<file path="config.mk">
export PLATFORM = sky130hd
export DESIGN_NAME = i2s_tx_out
export DESIGN_NICKNAME = d
export VERILOG_FILES = /design/src/rtl/i2s_tx_out.sv
export SDC_FILE = /design/constraint.sdc
export NUM_CORES = 1
export LEC_CHECK = 0
export ABC_AREA = 1
export CORE_MARGIN = 5
export CORE_UTILIZATION = 50
export CTS_CLUSTER_SIZE = 8
export DETAILED_ROUTE_END_ITERATION = 8
export PLACE_DENSITY = 0.72
export SETUP_SLACK_MARGIN = 0.15
export SYNTH_ARGS = -nofsm -noshare
export SYNTH_HDL_FRONTEND = slang
export SYNTH_SLANG_ARGS = --single-unit
</file>
<file path="constraint.sdc">
create_clock -name clk -period 1.9 [get_ports clk]
set_input_delay 0.38 -clock clk [delete_from_list [all_inputs] [get_ports clk]]
set_output_delay 0.38 -clock clk [all_outputs]
set_load 0.02 [all_outputs]
</file>
<file path="src/rtl/i2s_tx_out.sv">
// ----------------------------------------------------------------------------
// i2s_tx_out
//   Last stage of the FX chain. Captures stereo samples strobed by sample_en
//   and serialises them to an external DAC as an I2S master (BCLK, LRCLK,
//   SDATA all derived from clk). One pending-sample slot decouples the FX-chain
//   sample timing from the frame timing.
//
//   Optional feature macro: I2S_LJ_EN
//     defined   -> left-justified format (MSB coincides with LRCLK transition)
//     undefined -> standard I2S (MSB one BCLK after the LRCLK transition)
//
// Ports
//   clk        system clock
//   reset_n    synchronous, active-low reset
//   audio_in   stereo sample, [0]=left, [1]=right, two's complement
//   sample_en  1-clk strobe, audio_in valid
//   i2s_bclk   bit clock, period 2*CLK_DIV clk
//   i2s_lrclk  word select, 0=left slot, 1=right slot
//   i2s_sdata  serial data, MSB first
//   underrun   1-clk pulse: frame loaded with the repeated previous sample
//   overrun    1-clk pulse: pending sample overwritten (older one dropped)
// ----------------------------------------------------------------------------
module i2s_tx_out #(
  parameter int DATA_W  = 16,
  parameter int SLOT_W  = 32,
  parameter int CLK_DIV = 4
) (
  input  logic                   clk,
  input  logic                   reset_n,
  input  logic [1:0][DATA_W-1:0] audio_in,
  input  logic                   sample_en,
  output logic                   i2s_bclk,
  output logic                   i2s_lrclk,
  output logic                   i2s_sdata,
  output logic                   underrun,
  output logic                   overrun
);

  localparam int FRAME_W = 2 * SLOT_W;
  localparam int CNT_W   = $clog2(FRAME_W);
  localparam int DIV_W   = (CLK_DIV > 1) ? $clog2(CLK_DIV) : 1;
  localparam logic [DIV_W-1:0] DIV_MAX  = DIV_W'(CLK_DIV - 1);
  localparam logic [CNT_W-1:0] CNT_MAX  = CNT_W'(FRAME_W - 1);
  localparam logic [CNT_W-1:0] SLOT_CNT = CNT_W'(SLOT_W);

  if (SLOT_W < DATA_W + 1) begin : g_slot_chk
    $error("i2s_tx_out: SLOT_W must be >= DATA_W+1");
  end
  if (CLK_DIV < 1) begin : g_div_chk
    $error("i2s_tx_out: CLK_DIV must be >= 1");
  end

  typedef enum logic [0:0] {ST_IDLE = 1'b0, ST_RUN = 1'b1} state_t;

  // Each channel MSB-aligned in its slot, left slot transmitted first.
  function automatic logic [FRAME_W-1:0] build_frame(input logic [1:0][DATA_W-1:0] s);
    logic [FRAME_W-1:0] f;
    f = '0;
    f[FRAME_W-1 -: DATA_W] = s[0];
    f[SLOT_W-1 -: DATA_W]  = s[1];
    return f;
  endfunction

  state_t                   r_state;
  logic [DIV_W-1:0]         r_div;
  logic [CNT_W-1:0]         r_bit_cnt;
  logic                     r_bclk;
  logic                     r_lrclk;
  logic                     r_sdata;
  logic                     r_underrun;
  logic                     r_overrun;
  logic [FRAME_W-1:0]       r_shift;
  logic [1:0][DATA_W-1:0]   r_pend;
  logic                     r_pend_full;
  logic [1:0][DATA_W-1:0]   r_last;
`ifndef I2S_LJ_EN
  // Holds the bit shifted out on the previous falling edge (one-BCLK delay).
  logic                     r_dly;
`endif

  logic                     w_start;
  logic                     w_fall;
  logic [CNT_W-1:0]         w_cnt_next;
  logic                     w_load;
  logic                     w_load_any;
  logic                     w_shift_evt;
  logic [1:0][DATA_W-1:0]   w_src;
  logic                     w_src_repeat;
  logic [FRAME_W-1:0]       w_frame;
  logic                     w_out_bit;
  logic [FRAME_W-1:0]       w_shift_next;

  // Falling-edge / frame-load detection and load-source selection.
  always_comb begin
    w_start      = 1'b0;
    w_fall       = 1'b0;
    w_src        = r_last;
    w_src_repeat = 1'b0;
    if (r_state == ST_IDLE) begin
      w_start = sample_en;
      w_src   = audio_in;
    end else begin
      w_fall = (r_div == DIV_MAX) && r_bclk;
      if (sample_en) begin
        w_src = audio_in;
      end else if (r_pend_full) begin
        w_src = r_pend;
      end else begin
        w_src        = r_last;
        w_src_repeat = 1'b1;
      end
    end
    w_cnt_next   = (r_bit_cnt == CNT_MAX) ? '0 : r_bit_cnt + CNT_W'(1);
    w_load       = w_fall && (w_cnt_next == '0);
    w_load_any   = w_start || w_load;
    w_shift_evt  = w_start || w_fall;
    w_frame      = build_frame(w_src);
    w_out_bit    = w_load_any ? w_frame[FRAME_W-1] : r_shift[FRAME_W-1];
    w_shift_next = w_load_any ? {w_frame[FRAME_W-2:0], 1'b0}
                              : {r_shift[FRAME_W-2:0], 1'b0};
  end

  // Controller FSM, clock divider, serialiser and pending-sample slot.
  always_ff @(posedge clk) begin
    if (!reset_n) begin
      r_state     <= ST_IDLE;
      r_div       <= '0;
      r_bit_cnt   <= '0;
      r_bclk      <= 1'b0;
      r_lrclk     <= 1'b0;
      r_sdata     <= 1'b0;
      r_underrun  <= 1'b0;
      r_overrun   <= 1'b0;
      r_shift     <= '0;
      r_pend      <= '0;
      r_pend_full <= 1'b0;
      r_last      <= '0;
`ifndef I2S_LJ_EN
      r_dly       <= 1'b0;
`endif
    end else begin
      case (r_state)
        ST_IDLE: begin
          r_underrun <= 1'b0;
          r_overrun  <= 1'b0;
          if (w_start) begin
            // RUN entry is treated as the first falling edge, bit_cnt = 0.
            r_state   <= ST_RUN;
            r_div     <= '0;
            r_bclk    <= 1'b0;
            r_bit_cnt <= '0;
            r_lrclk   <= 1'b0;
            r_last    <= audio_in;
          end else begin
            r_state <= ST_IDLE;
          end
        end
        ST_RUN: begin
          r_underrun <= w_load && w_src_repeat;
          r_overrun  <= !w_load && sample_en && r_pend_full;
          if (r_div == DIV_MAX) begin
            r_div  <= '0;
            r_bclk <= ~r_bclk;
          end else begin
            r_div <= r_div + DIV_W'(1);
          end
          if (w_fall) begin
            r_bit_cnt <= w_cnt_next;
            r_lrclk   <= (w_cnt_next >= SLOT_CNT);
          end else begin
            r_bit_cnt <= r_bit_cnt;
          end
          if (w_load) begin
            // Bypass or pending consumed: the slot is always empty after a load.
            r_last      <= w_src;
            r_pend_full <= 1'b0;
          end else if (sample_en) begin
            r_pend      <= audio_in;
            r_pend_full <= 1'b1;
          end else begin
            r_pend_full <= r_pend_full;
          end
        end
        default: begin
          r_state <= ST_IDLE;
        end
      endcase
      if (w_shift_evt) begin
        r_shift <= w_shift_next;
`ifdef I2S_LJ_EN
        r_sdata <= w_out_bit;
`else
        r_sdata <= r_dly;
        r_dly   <= w_out_bit;
`endif
      end else begin
        r_shift <= r_shift;
      end
    end
  end

  assign i2s_bclk  = r_bclk;
  assign i2s_lrclk = r_lrclk;
  assign i2s_sdata = r_sdata;
  assign underrun  = r_underrun;
  assign overrun   = r_overrun;

endmodule

</file>
; After elaboration in Yosys (flattened, before gate mapping)
; Index checks and enable logic that the tools add are counted.
[op_classes]
muxes = 31
n_eq_ne = 6
add_sub_neg = 2
order_cmp = 1
reduce_logical = 15
bitwise_logic = 3
[ops]
columns = cell, n
row1 = two-way mux 32 bit, 5
row2 = two-way mux 64 bit, 1
row3 = one-hot mux 32 bit (2 select lines), 1
row4 = two-way mux 6 bit, 3
row5 = two-way mux 1 bit, 13
row6 = one-hot mux 6 bit (2 select lines), 1
row7 = one-hot mux 1 bit (2 select lines), 4
row8 = AND reduction 2 bit, 4
row9 = "adder 6 x 1 -> 6 bit, second input constant", 1
row10 = "== test 6 bit, second input constant", 1
row11 = "greater-or-equal comparator 6 bit, second input constant", 1
row12 = logical NOT 6 bit, 1
row13 = "inequality test 2 x 1 -> 1 bit, second input constant", 3
row14 = logical AND 1 bit, 5
row15 = two-way mux 2 bit, 2
row16 = one-hot mux 2 bit (2 select lines), 1
row17 = NOT 1 bit, 3
row18 = AND reduction 3 bit, 1
row19 = "adder 2 x 1 -> 2 bit, second input constant", 1
row20 = "== test 2 bit, second input constant", 1
row21 = logical OR 1 bit, 2
row22 = "inequality test 2 bit, second input constant", 1
row23 = nonzero test 2 bit, 1
row24 = logical NOT 1 bit, 1
[totals]
output_inout_bits = 5
input_bits = 35
wordCells = 73
reg_bits = 144

; Longest topological paths before layout
; Gate-level depths: netlist (run 1).
[depth]
depth_word = 8
ltp_mapped = 12
mapped_depth_nobuf = 11

; Worst setup path before layout (run 1)
; No wires, ideal clock.
[synth_path]
path_type = register -> register
from = reg r_bit_cnt[0]
to = reg r_pend[15] in the netlist's numbering
t_arrival_ns = 1.615
path_buffers = 2
required_ns = 1.768
slack_ns = 0.153
stages_incl_launch_ff = 10
setup_time_ns = 0.132
path_cell_list = dfxtp_1 ha_1 nand3_2 or2_1 nand3_1 nand3_4 buf_4 buf_4 nand3_1 a21oi_1
[synth_via]
elab_chain_len = 6
word_cells_on_any_way = 7
[synth_lines]
columns = item, line_no
row1 = "start, declared", 66  ; logic [CNT_W-1:0] r_bit_cnt;
row2 = "start signal, assigned", 168  ; r_bit_cnt <= w_cnt_next;
row3 = "start signal, assigned", 171  ; r_bit_cnt <= r_bit_cnt;
row4 = adder 6 x 1 -> 6 bit / == test 6 bit (equally long branches), 113  ; w_cnt_next = (r_bit_cnt == CNT_MAX) ? '0 : r_bit_cnt + CNT_W'(1);
row5 = two-way mux 6 bit (*), 113
row6 = logical NOT 6 bit (*), 114  ; w_load = w_fall && (w_cnt_next == '0);
row7 = logical AND 1 bit (*), 114
row8 = NOT 1 bit (no source line) (*), n/a
row9 = AND reduction 3 bit (no source line) (*), n/a
row10 = "end signal, assigned", 178  ; r_pend <= audio_in;
row11 = "end, declared", 73  ; logic [1:0][DATA_W-1:0] r_pend;
; Mark *: on every way between the ends. The rest lies on a longest branch, timed or not.
; A chain may end at the register's enable or synchronous reset.

; Worst setup path after layout (run 1)
[layout_path]
from = reg r_bit_cnt[0]
to = reg r_shift[26]
[layout_via]
elab_chain_len = 6
word_cells_on_any_way = 7
[layout_lines]
columns = item, line_no
row1 = adder 6 x 1 -> 6 bit / == test 6 bit (equally long branches), 113
row2 = two-way mux 6 bit (*), 113
row3 = logical NOT 6 bit (*), 114
row4 = logical AND 1 bit (*), 114
row5 = logical OR 1 bit (*), 115  ; w_load_any = w_start || w_load;
row6 = two-way mux 64 bit (*), 119  ; w_shift_next = w_load_any ? {w_frame[FRAME_W-2:0], 1'b0}
row7 = "end signal, assigned", 189  ; r_shift <= w_shift_next;
row8 = "end signal, assigned", 197  ; r_shift <= r_shift;
row9 = "end, declared", 72  ; logic [FRAME_W-1:0] r_shift;
; Marks and branches as above.

==> results of run 1 <==
==> how the worst max path moves through the flow <==
stage / from / to / slack (ns) / cells past startpoint
after CTS: r_bit_cnt[0]$_SDFFE_PN0P_ / r_shift[63]$_SDFFE_PN0P_ / 0.11 / 13
after global placement: sample_en / r_shift[63]$_SDFFE_PN0P_ / 0.02 / 10
after floorplan: r_bit_cnt[0]$_SDFFE_PN0P_ / r_pend[15]$_SDFFE_PN0P_ / 0.15 / 9
after detailed placement: sample_en / r_shift[60]$_SDFFE_PN0P_ / -0.06 / 9
final: r_bit_cnt[0]$_SDFFE_PN0P_ / r_shift[26]$_SDFFE_PN0P_ / 0.03 / 12
after global routing: r_bit_cnt[0]$_SDFFE_PN0P_ / r_shift[26]$_SDFFE_PN0P_ / -0.10 / 10
==> per-stage QoR <==
step	cell area [um2]	instances	hold WS [ns]	power [mW]	worst slack, ns
final	7320	1010	0.452	7.16	0.0261
after global routing	7320	1010	0.470	7.44	-0.100
after CTS	7090	1004	0.456	7.17	0.107
after detailed placement	6370	971	0.444	3.61	-0.0640
after global placement	6370	971	0.437	3.59	0.0235
after floorplan	5690	823	0.427	3.33	0.153
==> cells in the mapped netlist <==
library cell | n | area [um2]
nand2_2 | 1 | 6.26
ha_1 | 3 | 37.5
nor2_1 | 42 | 158
nor2_4 | 1 | 11.3
o21ai_0 | 99 | 495
a21oi_1 | 67 | 335
nand2_1 | 185 | 694
clkbuf_1 | 42 | 158
nor4_1 | 1 | 6.26
o211a_1 | 1 | 10.0
nor2_2 | 1 | 6.26
or2_1 | 1 | 6.26
buf_1 | 5 | 18.8
nand2_4 | 1 | 11.3
inv_1 | 73 | 274
dfxtp_1 | 127 | 2540
nand3_2 | 2 | 20.0
xnor2_1 | 1 | 8.76
inv_2 | 1 | 3.75
nand3_4 | 1 | 17.5
o21ai_1 | 2 | 10.0
buf_4 | 10 | 75.1
nor3_1 | 1 | 5.00
nand4_1 | 2 | 12.5
clkinv_1 | 1 | 3.75
o22ai_1 | 2 | 12.5
nand3_1 | 146 | 731
buf_2 | 4 | 20.0
==> logic make-up (layout without fill, tap and decap cells) <==
logic type / count (synthesis) / count (layout) / synth area share, %
flip-flops: 127 / 127 / 44.7
AO/OA/AOI/OAI: 171 / 171 / 15.2
AND/OR/NAND/NOR: 385 / 385 / 29.6
XOR/XNOR: 1 / 1 / 0.154
adder cells (fa/ha/maj): 3 / 3 / 0.660
buffers and inverters: 136 / 180 / 9.72
==> repair_timing <==
action                                  in CTS  in global routing
setup buffers                                1                  1
endpoints found under the hold margin        0                  0
gates cloned                                 1                  5
resized for setup                           10                 31
endpoints found under the setup margin     115                117
pin swaps                                    2                  3
==> power breakdown <==
group / switching, mW / internal [mW]
registers: 0.0671 / 2.79
clock network: 1.11 / 2.44
logic: 0.442 / 0.310
==> worst register-to-register path: stages (launching register included) <==
cell and delay (ns):
dfxtp_4 0.36, buf_6 0.12, ha_4 0.13, inv_2 0.03
nor2_1 0.09, nand2_1 0.09, nor2_2 0.17, nand3_4 0.21
buf_16 0.25, nand3_1 0.13, nand3_1 0.08, nand2_1 0.07
inv_1 0.05
==> registers in the layout (all words and copies together), names as in the netlist <==
| register | count |
|---|---|
| r_last | 32 |
| i2s_sdata | 1 |
| r_div | 2 |
| r_dly | 1 |
| underrun | 1 |
| overrun | 1 |
| r_pend | 32 |
| r_bit_cnt | 6 |
| i2s_bclk | 1 |
| r_shift | 47 |
| r_pend_full | 1 |
| i2s_lrclk | 1 |
| r_state | 1 |
==> layout make-up <==
class / count / area [um2] / area share (%)
inverters: 75 / 282 / 3.84
clock inverters: 4 / 120 / 1.64
flip-flops and latches: 127 / 2550 / 34.8
repair buffers: 74 / 947 / 12.9
well taps: 143 / 179 / 2.44
clock buffers: 27 / 533 / 7.28
multi-input cells: 560 / 2710 / 37.0
==> layout by cell type, fill, tap and decap left out, drive strengths merged, types with 31 or more instances in the layout <==
master,instances
clkbuf,31
a21oi,67
o21ai,101
nand3,149
nand2,187
clkdlybuf4s50,35
inv,74
dfxtp,127
buf,31
nor2,44
==> routing by layer <==
metal	wire length, um	global-route usage, %	share of wire, %
met1	6800	29.2	42
met2	7840	38.5	49
met3	1220	6.63	7.6
met4	283	9.86	1.8
met5	0	0	0
==> metrics.md, run 1 <==
| Metric | Value |
|---|---|
| Final #Nets | `893` |
| Hold depth | `2` |
| Setup_tns | `0 ns` |
| Bufs and invs on worst path | `4` |
| Drt total wl | `16.1 mm` |
| RSZ-0062 raised after global routing | `yes` |
| GRT overflow | `0` |
| Area of the mapped netlist | `0.00569 mm2` |
| Core area | `0.0113 mm2` |
| Clock skew | `0.00710 ns` |
| Die Height | `117 um` |
| Share of cells above drive strength 1 | `11.0%` |
| CP Data Required Time | `2.20 ns` |
| Cts hold-fix bufs | `0` |
| Max_slew headroom | `73.1%` |
| Crit-path cells | `buf_6 -> ha_4 -> inv_2 -> nor2_1 -> nand2_1 -> nor2_2 -> nand3_4 -> buf_16 -> nand3_1 -> nand3_1 -> nand2_1 -> inv_1` |
| Min-delay worst type | `register to register` |
| Post-synthesis cell count | `823` |
| Initial antenna violation count | `0` |
| Final Util | `65.0%` |
| Global-route wire length before repair | `25.4 mm` |
| Setup violators final | `0` |
| Peak supply drop | `622 uV` |
| Register area share after synthesis | `44.7%` |
| R2r endpoint | `r_shift[26]$_SDFFE_PN0P_` |
| Critical-path top delay cell | `dfxtp_4` |
| Pwr Density | `978 mW/mm2` |
| H-tree lvl count | `4` |
| Setup Crit Path Kind | `register to register` |
| Largest net degree at the start of global routing | `52` |
| CP delay by family, top | `simple AND/OR/NAND/NOR gates` |
| Initial Util | `50.5%` |
| P_leak | `3.32 nW` |
| Count of pins over their slew limit | `0` |
| Status | `finished, final reports clean` |
| Io pins | `40` |
| # fillers | `949` |
| GP Congestion | `0.830` |
| Worst R2R Path Depth | `12` |
| Critical Path Sink Type | `register` |
| Maximum clock path buffer count | `2` |
| Post-route ant nets | `0` |
| R2R Path Start | `r_bit_cnt[0]$_SDFFE_PN0P_` |
| Max Freq | `0.534 GHz` |
| Post-DP HPWL | `8.72 mm` |
| Port Buf Inserts | `39` |
| Root Buffer Master | `clkbuf_16` |
| Transition time at the pin with the least slew margin | `0.403 ns` |
| End point of the worst hold path | `r_shift[43]$_SDFFE_PN0P_` |
| Clock sink count | `127` |
| Fin crit period | `1.87 ns` |
| Hold Fails Final Rpt | `0` |
| Max Cap Violations | `0` |
| Horiz. Die Dim | `117 um` |
| Vias in the first global route | `5367` |
| #FFs+latches synth | `127` |
| Site row count | `39` |
| Ant. Diodes | `0` |
| Crit path DAT | `2.18 ns` |
| Distinct cells, synth | `28` |
| Iteration-0 DRC Markers | `687` |
| # DRC | `0` |
| Total number of yosys warnings | `0` |
| Largest fanout on the critical path | `38` |
| Avg WL per Cell | `16.0 um` |
| Clk_lat worst skew | `0.41 ns` |
| Total vias in the final route | `5697` |
| Die Area | `0.0136 mm2` |
| Startpoint types | `register` |
| Total CTS buffers | `17` |
| Total Routing Usage GR | `23.6%` |
| Tcrit/Tclk final | `98.6%` |
| Worst-path clk slew | `0.05 ns` |
| Post-Syn Nets | `861` |
| Min-delay src | `r_shift[43]$_SDFFE_PN0P_` |
| Via/cell ratio | `5.64` |
| First-pass detailed-route iteration total | `5` |
| Reg-to-reg slack, setup | `0.03 ns` |
| Syn Area/Cell | `6.91 um2` |
| Area growth syn-to-layout | `28.7%` |
| TritonCTS clock tree | `yes` |
| Crit-path max cell delay | `0.36 ns` |
(Power assumes the default switching activity.)
==> run 2, diff against run 1 <==
--- a/config.mk
+++ b/config.mk
@@ -6,7 +6,6 @@
 export NUM_CORES = 1
 export LEC_CHECK = 0
 export ABC_AREA = 1
-export CORE_MARGIN = 5
 export CORE_UTILIZATION = 50
 export CTS_CLUSTER_SIZE = 8
 export DETAILED_ROUTE_END_ITERATION = 8
==> run 2 against run 1 <==
Via count rose by 2.7%. Critical path type unchanged. Routed wire length rose by 2.9%. Global-route usage grew 4.0 points. Sequential power is essentially flat. Combinational power up 11%. Sequential cell count unchanged. Cell count is 1.1% higher. Non-clock buffer count up 13. Critical endpoint is now r_shift[19]$_SDFFE_PN0P_.
==> metrics.md, run 2 (synthesized netlist as in run 1, its figures left out) <==
| Metric | Value |
|---|---|
| Crit-path cells | `ha_4 -> nand3_4 -> or2_4 -> nand3_4 -> nand3_4 -> nand2_8 -> buf_12 -> clkbuf_16 -> nand2_4 -> nand3_2 -> nand2_1 -> inv_1` |
| Setup crit end | `r_shift[19]$_SDFFE_PN0P_` |
| CP most frequent cell | `nand3_4` |
| Maximum clock path buffer count | `2 (unchanged)` |
| Setup_tns | `0 ns (unchanged)` |
| # DRC | `0 (unchanged)` |
| Pwr Density | `908 mW/mm2 (-7.2%)` |
| Min-delay worst type | `register to register` |
| Critical-path top delay cell | `dfxtp_4` |
| Share of cells above drive strength 1 | `18.8% (+7.9 points)` |
| P_leak | `3.42 nW (+3.0%)` |
| Transition time at the pin with the least slew margin | `0.506 ns (+0.102 ns)` |
| Critical Path Sink Type | `register` |
| Final Util | `69.1% (+4.1 points)` |
| Post-DP HPWL | `9.04 mm (+3.7%)` |
| Fin crit period | `1.87 ns (-0.00833 ns)` |
| Vias in the first global route | `5403 (+0.67%)` |
| Site row count | `38 (-2.6%)` |
| Max FFs per register | `47 (unchanged)` |
| Io pins | `40 (unchanged)` |
| WL met2 | `8.11 mm (+3.4%)` |
| H-tree lvl count | `4 (unchanged)` |
| Iteration-0 DRC Markers | `591 (-14%)` |
| Total CTS buffers | `17 (unchanged)` |
| Cts hold-fix bufs | `0 (unchanged)` |
| Largest fanout on the critical path | `5 (-87%)` |
| Crit-path max cell delay | `0.36 ns (about the same)` |
| Peak supply drop | `749 uV (+20%)` |
| Crit. Startpoint | `r_bit_cnt[0]$_SDFFE_PN0P_` |
| Port Buf Inserts | `39 (unchanged)` |
| Wl on met1 | `6.93 mm (+1.9%)` |
| Max_slew headroom | `66.3% (-6.8 points)` |
| Bufs and invs on worst path | `3 (-1)` |
| Post-route ant nets | `0 (unchanged)` |
| First-pass detailed-route iteration total | `5 (unchanged)` |
| Die Area | `0.0118 mm2 (-13%)` |
| Highest-count cells in the layout ignoring fill and taps | `nand2_1 (164), dfxtp_1 (122), nand3_1 (111), o21ai_0 (98), inv_1 (72)` |
| Clock sink count | `127 (unchanged)` |
| Dpl cell area | `0.00639 mm2 (+0.29%)` |
| Status | `finished, final reports clean` |
| Fin area | `0.00758 mm2 (+3.6%)` |
| CP delay by family, top | `simple AND/OR/NAND/NOR gates` |
| Reg-to-reg slack, setup | `0.03 ns (about the same)` |
| Setup Crit Path Kind | `register to register` |
| Top Layer Used | `met4` |
| Core area | `0.0110 mm2 (-2.6%)` |
| Biggest regs | `r_shift x47, r_last x32, r_pend x32` |
| Largest net degree at the start of global routing | `47 (-9.6%)` |
| GP Congestion | `0.791 (-4.7%)` |
| Worst R2R Path Depth | `12 (unchanged)` |
| Reg with most FFs | `r_shift` |
| R2R Path Start | `r_bit_cnt[0]$_SDFFE_PN0P_` |
| GRT overflow | `0 (unchanged)` |
| Avg WL per Cell | `16.3 um (+1.8%)` |
| Final #Nets | `907 (+1.6%)` |
| Setup violators final | `0 (unchanged)` |
| Metal3 WL | `1.28 mm (+4.7%)` |
| Drt total wl | `16.6 mm (+2.9%)` |
| Ant. Diodes | `0 (unchanged)` |
| Clk_lat worst skew | `0.42 ns (about the same)` |
| Die Height | `109 um (-6.9%)` |
| Crit path DAT | `2.23 ns (+0.05 ns)` |
| Hold Fails Final Rpt | `0 (unchanged)` |
| Clock skew | `0.00682 ns (-0.000286 ns)` |
| Max Cap Violations | `0 (unchanged)` |
| Startpoint types | `register` |
| Post-Layout Cell Count | `1021 (+1.1%)` |
| Max Freq | `0.536 GHz (+0.45%)` |
| Tcrit/Tclk final | `98.2% (-0.44 points)` |
| CP Data Required Time | `2.26 ns (+0.06 ns)` |
| Area growth syn-to-layout | `33.3%` |
| Initial Util | `51.8% (+1.3 points)` |
| Cell count along the critical path | `12 (unchanged)` |
| Commonest non-fill, non-tap cell in the layout | `nand2_1` |
| Via/cell ratio | `5.73 (+1.6%)` |
| Root Buffer Master | `clkbuf_16` |
| Total vias in the final route | `5850 (+2.7%)` |
| Count of pins over their slew limit | `0 (unchanged)` |
| R2r endpoint | `r_shift[19]$_SDFFE_PN0P_` |
| RSZ-0062 raised after global routing | `yes` |
| TritonCTS clock tree | `yes` |
| Global-route wire length before repair | `25.5 mm (+0.43%)` |
| Horiz. Die Dim | `109 um (-6.9%)` |
| Total Routing Usage GR | `27.6% (+4.0 points)` |
| Cell Count Post-Placement | `976 (+0.51%)` |
| Worst-path clk slew | `0.05 ns (about the same)` |
| Initial antenna violation count | `0 (unchanged)` |
-- run 2: changes by cell type in the layout (fill, tap and decap cells not counted), sizes merged --
cell | previous run | this run
buf | 31 | 45
clkinv | 1 | 5
bufinv | 4 | 1
clkbuf | 31 | 29
clkdlybuf4s50 | 35 | 36
dlygate4sd2 | 2 | 1
nand3 | 149 | 150
-- run 2: layer usage --
layer | up-vias | track usage, %
met5 | - | 0
met4 | 0 | 10.9
met3 | 31 | 7.05
met2 | 274 | 45.8
met1 | 2757 | 34.2
li1 | 2788 | -
-- run 2: tightest hold or removal path, stage by stage, from the launching register on --
cell     delay (ns)
dfxtp_1        0.30
nand2_1        0.06
nand2_1        0.04
-- run 2: through the flow --
| step | power [mW] | setup WS, ns | hold slack (ns) |
|---|---|---|---|
| 4_1_cts | 6.81 | 0.0616 | 0.452 |
| 6_report | 6.89 | 0.0344 | 0.449 |
| 3_5_place_dp | 3.62 | -0.0303 | 0.440 |
| 5_1_grt | 7.13 | -0.0339 | 0.474 |
| 3_3_place_gp | 3.59 | 0.0147 | 0.436 |
| 2_1_floorplan | 3.33 | 0.153 | 0.427 |
-- run 2: how the worst min path moves through the flow --
stage                                        start                  endpoint  slack [ns]  cells after the start
final                     r_shift[44]$_SDFFE_PN0P_  r_shift[44]$_SDFFE_PN0P_        0.45                      2
after global routing       r_pend[19]$_SDFFE_PN0P_   r_pend[19]$_SDFFE_PN0P_        0.47                      2
after detailed placement  r_shift[44]$_SDFFE_PN0P_  r_shift[44]$_SDFFE_PN0P_        0.44                      2
after CTS                 r_shift[44]$_SDFFE_PN0P_  r_shift[44]$_SDFFE_PN0P_        0.45                      2
after floorplan           r_shift[33]$_SDFFE_PN0P_  r_shift[33]$_SDFFE_PN0P_        0.43                      2
after global placement      i2s_lrclk$_SDFFE_PN0P_    i2s_lrclk$_SDFFE_PN0P_        0.44                      2
-- run 2: final cells by class --
class	instances	area (um2)
fillers	873	3400
multi-input cells	561	2990
flip-flops and latches	127	2550
repair buffers	87	996
clock buffers	26	539
inverters	75	282
well taps	140	175
clock inverters	5	50.0
-- run 2: report_power, final --
group	switching, mW	total (mW)	internal [mW]
combinational	0.491	0.832	0.341
clock	1.13	3.19	2.06
sequential	0.0762	2.87	2.79
total	1.69	6.89	5.20
-- run 2: timing repair --
| action | in CTS | in global routing |
|---|---|---|
| resized for setup | 22 | 81 |
| pin swaps | 4 | 28 |
| setup buffers | 5 | 4 |
| gates cloned | 2 | 3 |
| endpoints found under the setup margin | 116 | 116 |
==> run 3, diff against run 2 <==
--- a/config.mk
+++ b/config.mk
@@ -6,10 +6,12 @@
 export NUM_CORES = 1
 export LEC_CHECK = 0
 export ABC_AREA = 1
-export CORE_UTILIZATION = 50
+export CELL_PAD_IN_SITES_DETAIL_PLACEMENT = 0
+export CELL_PAD_IN_SITES_GLOBAL_PLACEMENT = 1
+export CORE_UTILIZATION = 42
 export CTS_CLUSTER_SIZE = 8
 export DETAILED_ROUTE_END_ITERATION = 8
-export PLACE_DENSITY = 0.72
+export PLACE_DENSITY = 0.81
 export SETUP_SLACK_MARGIN = 0.15
 export SYNTH_ARGS = -nofsm -noshare
 export SYNTH_HDL_FRONTEND = slang
==> run 3 against run 2 <==
Global-route usage decreased by 5.6 points. Core utilization is 14 points lower. Clock power about the same. Cell count up 2.7%. Sequential cell count unchanged. Fmax increased by 3.5%. Clock-buffer cell count is 1 lower. Sequential power is essentially flat. Register-to-register slack gained 0.06 ns. Via count fell by 6.1%. Critical path type unchanged. Largest cell class unchanged.
==> metrics.md, run 3 (synthesized netlist as in run 1, its figures left out) <==
| Metric | Value |
|---|---|
| Max Freq | `0.555 GHz (+3.5%)` |
| Initial Util | `43.0% (-8.8 points)` |
| Max FFs per register | `47 (unchanged)` |
| Count of pins over their slew limit | `0 (unchanged)` |
| Drt total wl | `15.0 mm (-9.9%)` |
| Metal3 WL | `779 um (-39%)` |
| Tcrit/Tclk final | `94.9% (-3.3 points)` |
| CP delay by family, top | `simple AND/OR/NAND/NOR gates` |
| Pwr Density | `942 mW/mm2 (+3.7%)` |
| GRT overflow | `0 (unchanged)` |
| WL met2 | `7.07 mm (-13%)` |
| Global-route wire length before repair | `24.7 mm (-3.0%)` |
| Critical-path top delay cell | `dfxtp_4` |
| Int Pwr | `5.19 mW (-0.12%)` |
| Post-route ant nets | `0 (unchanged)` |
| Maximum clock path buffer count | `2 (unchanged)` |
| P_leak | `3.24 nW (-5.4%)` |
| Setup violators final | `0 (unchanged)` |
| Total power | `6.81 mW (-1.1%)` |
| Fin crit period | `1.80 ns (-0.0628 ns)` |
| Clock sink count | `127 (unchanged)` |
| Wl on met1 | `6.94 mm (about the same)` |
| Port Buf Inserts | `39 (unchanged)` |
| Reg power frac | `42.0% (+0.3 points)` |
| Clk_lat worst skew | `0.42 ns (about the same)` |
| Transition time at the pin with the least slew margin | `0.452 ns (-0.0541 ns)` |
| Cts hold-fix bufs | `0 (unchanged)` |
| Site row count | `42 (+11%)` |
| Share of cells above drive strength 1 | `12.5% (-6.4 points)` |
| Core area | `0.0132 mm2 (+21%)` |
| Root Buffer Master | `clkbuf_16` |
| Critical Path Sink Type | `register` |
| Min-delay worst type | `register to register` |
| TritonCTS clock tree | `yes` |
| Iteration-0 DRC Markers | `403 (-32%)` |
| Biggest regs | `r_shift x47, r_last x32, r_pend x32` |
| H-tree lvl count | `4 (unchanged)` |
| Commonest non-fill, non-tap cell in the layout | `nand2_1` |
| Peak supply drop | `608 uV (-19%)` |
| Crit-path max cell delay | `0.36 ns (about the same)` |
| Total Routing Usage GR | `22.0% (-5.6 points)` |
| Fin area | `0.00723 mm2 (-4.7%)` |
| Bufs and invs on worst path | `3 (unchanged)` |
| GP Congestion | `0.797 (+0.72%)` |
| Max_slew headroom | `69.9% (+3.6 points)` |
| Ant. Diodes | `0 (unchanged)` |
| Vias in the first global route | `5255 (-2.7%)` |
| Area growth syn-to-layout | `27.1%` |
| CP Data Required Time | `2.27 ns (about the same)` |
| Status | `finished, final reports clean` |
| Reg with most FFs | `r_shift` |
| Max Cap Violations | `0 (unchanged)` |
| Crit path DAT | `2.17 ns (-0.06 ns)` |
| Total vias in the final route | `5494 (-6.1%)` |
| Startpoint types | `register` |
| Dpl cell area | `0.00643 mm2 (+0.59%)` |
| Largest fanout on the critical path | `10 (+5)` |
| Switching Power | `1.62 mW (-4.1%)` |
| Io pins | `40 (unchanged)` |
| Top Layer Used | `met4` |
| Clock share of power | `47.2% (+0.9 points)` |
| Horiz. Die Dim | `118 um (+8.9%)` |
| Crit-path cells | `ha_4 -> nand3_4 -> or2_1 -> nand3_2 -> nand3_4 -> nand2_8 -> buf_6 -> buf_12 -> nand2_1 -> nand3_1 -> nand2_1 -> inv_1` |
| Switching Fraction | `23.8% (-0.75 points)` |
| First-pass detailed-route iteration total | `5 (unchanged)` |
| RSZ-0062 raised after global routing | `yes` |
| Clock skew | `0.00437 ns (-0.00245 ns)` |
| Hold Fails Final Rpt | `0 (unchanged)` |
| # DRC | `0 (unchanged)` |
| Setup Crit Path Kind | `register to register` |
| Die Area | `0.0140 mm2 (+19%)` |
| Avg WL per Cell | `14.3 um (-12%)` |
| Comb pwr share | `10.8% (-1.3 points)` |
| Worst-path clk slew | `0.05 ns (about the same)` |
| Initial antenna violation count | `0 (unchanged)` |
| Total CTS buffers | `17 (unchanged)` |
| Die Height | `118 um (+8.9%)` |
| Via/cell ratio | `5.24 (-8.6%)` |
| Largest net degree at the start of global routing | `64 (+36%)` |
| Final #Nets | `899 (-0.88%)` |
| Highest-count cells in the layout ignoring fill and taps | `nand2_1 (178), nand3_1 (142), dfxtp_1 (120), o21ai_0 (99), inv_1 (73)` |
| Post-DP HPWL | `9.01 mm (-0.36%)` |
## run 3: routing by layer
layer | track usage (%) | vias up
li1 | - | 2775
met1 | 27.3 | 2542
met2 | 37.0 | 156
met3 | 4.78 | 21
met4 | 8.86 | 0
met5 | 0 | -
## run 3: power groups by stage
| stage | combinational [mW] | sequential (mW) | clock, mW |
|---|---|---|---|
| after floorplan | 0.436 | 2.90 | 0 |
| after global placement | 0.690 | 2.91 | 0 |
| after detailed placement | 0.699 | 2.92 | 0 |
| after CTS | 0.725 | 2.86 | 3.29 |
| after global routing | 0.826 | 2.87 | 3.40 |
| final | 0.736 | 2.86 | 3.21 |
## run 3: through the flow
| step | setup slack (ns) | utilization (%) | cells | TNS, ns | hold slack (ns) |
|---|---|---|---|---|---|
| floorplan | 0.153 | - | 823 | 0 | 0.427 |
| global placement | -0.0132 | 48.5 | 1011 | -0.0213 | 0.437 |
| detailed placement | -0.0888 | 48.5 | 1011 | -1.82 | 0.440 |
| CTS | 0.0871 | 53.8 | 1046 | 0 | 0.453 |
| global route | -0.0117 | 54.6 | 1049 | -0.0342 | 0.469 |
| finish | 0.0972 | 54.6 | 1049 | 0 | 0.452 |
## run 3: layout make-up
type	count	area, um2
Tap cell	176	220
Multi-Input combinational cell	560	2720
Sequential cell	127	2560
Fill cell	1309	6010
Timing Repair Buffer	80	863
Clock buffer	25	505
Inverter	75	282
Clock inverter	6	80.1
## run 3: final timing paths
kind	start	end	slack (ns)	cells after the start
max	r_bit_cnt[0]$_SDFFE_PN0P_	r_shift[29]$_SDFFE_PN0P_	0.1	12
min	r_shift[43]$_SDFFE_PN0P_	r_shift[43]$_SDFFE_PN0P_	0.45	2
max reg2reg	r_bit_cnt[0]$_SDFFE_PN0P_	r_shift[29]$_SDFFE_PN0P_	0.1	12
min reg2reg	r_shift[43]$_SDFFE_PN0P_	r_shift[43]$_SDFFE_PN0P_	0.45	2
## run 3: worst reg2reg max path: cells and delay by family (launching register included)
kind	cells	cell delay, ns
buffers and inverters	3	0.27
and+or+nand+nor	8	0.94
adders and majority gates	1	0.17
DFF	1	0.36
## run 3: repair_timing
| item | in CTS | in global routing |
|---|---|---|
| buffers inserted | 3 | 3 |
| cloned | 1 | 0 |
| gates resized for setup | 22 | 22 |
| pin swaps | 7 | 6 |
| setup endpoints to repair | 115 | 114 |
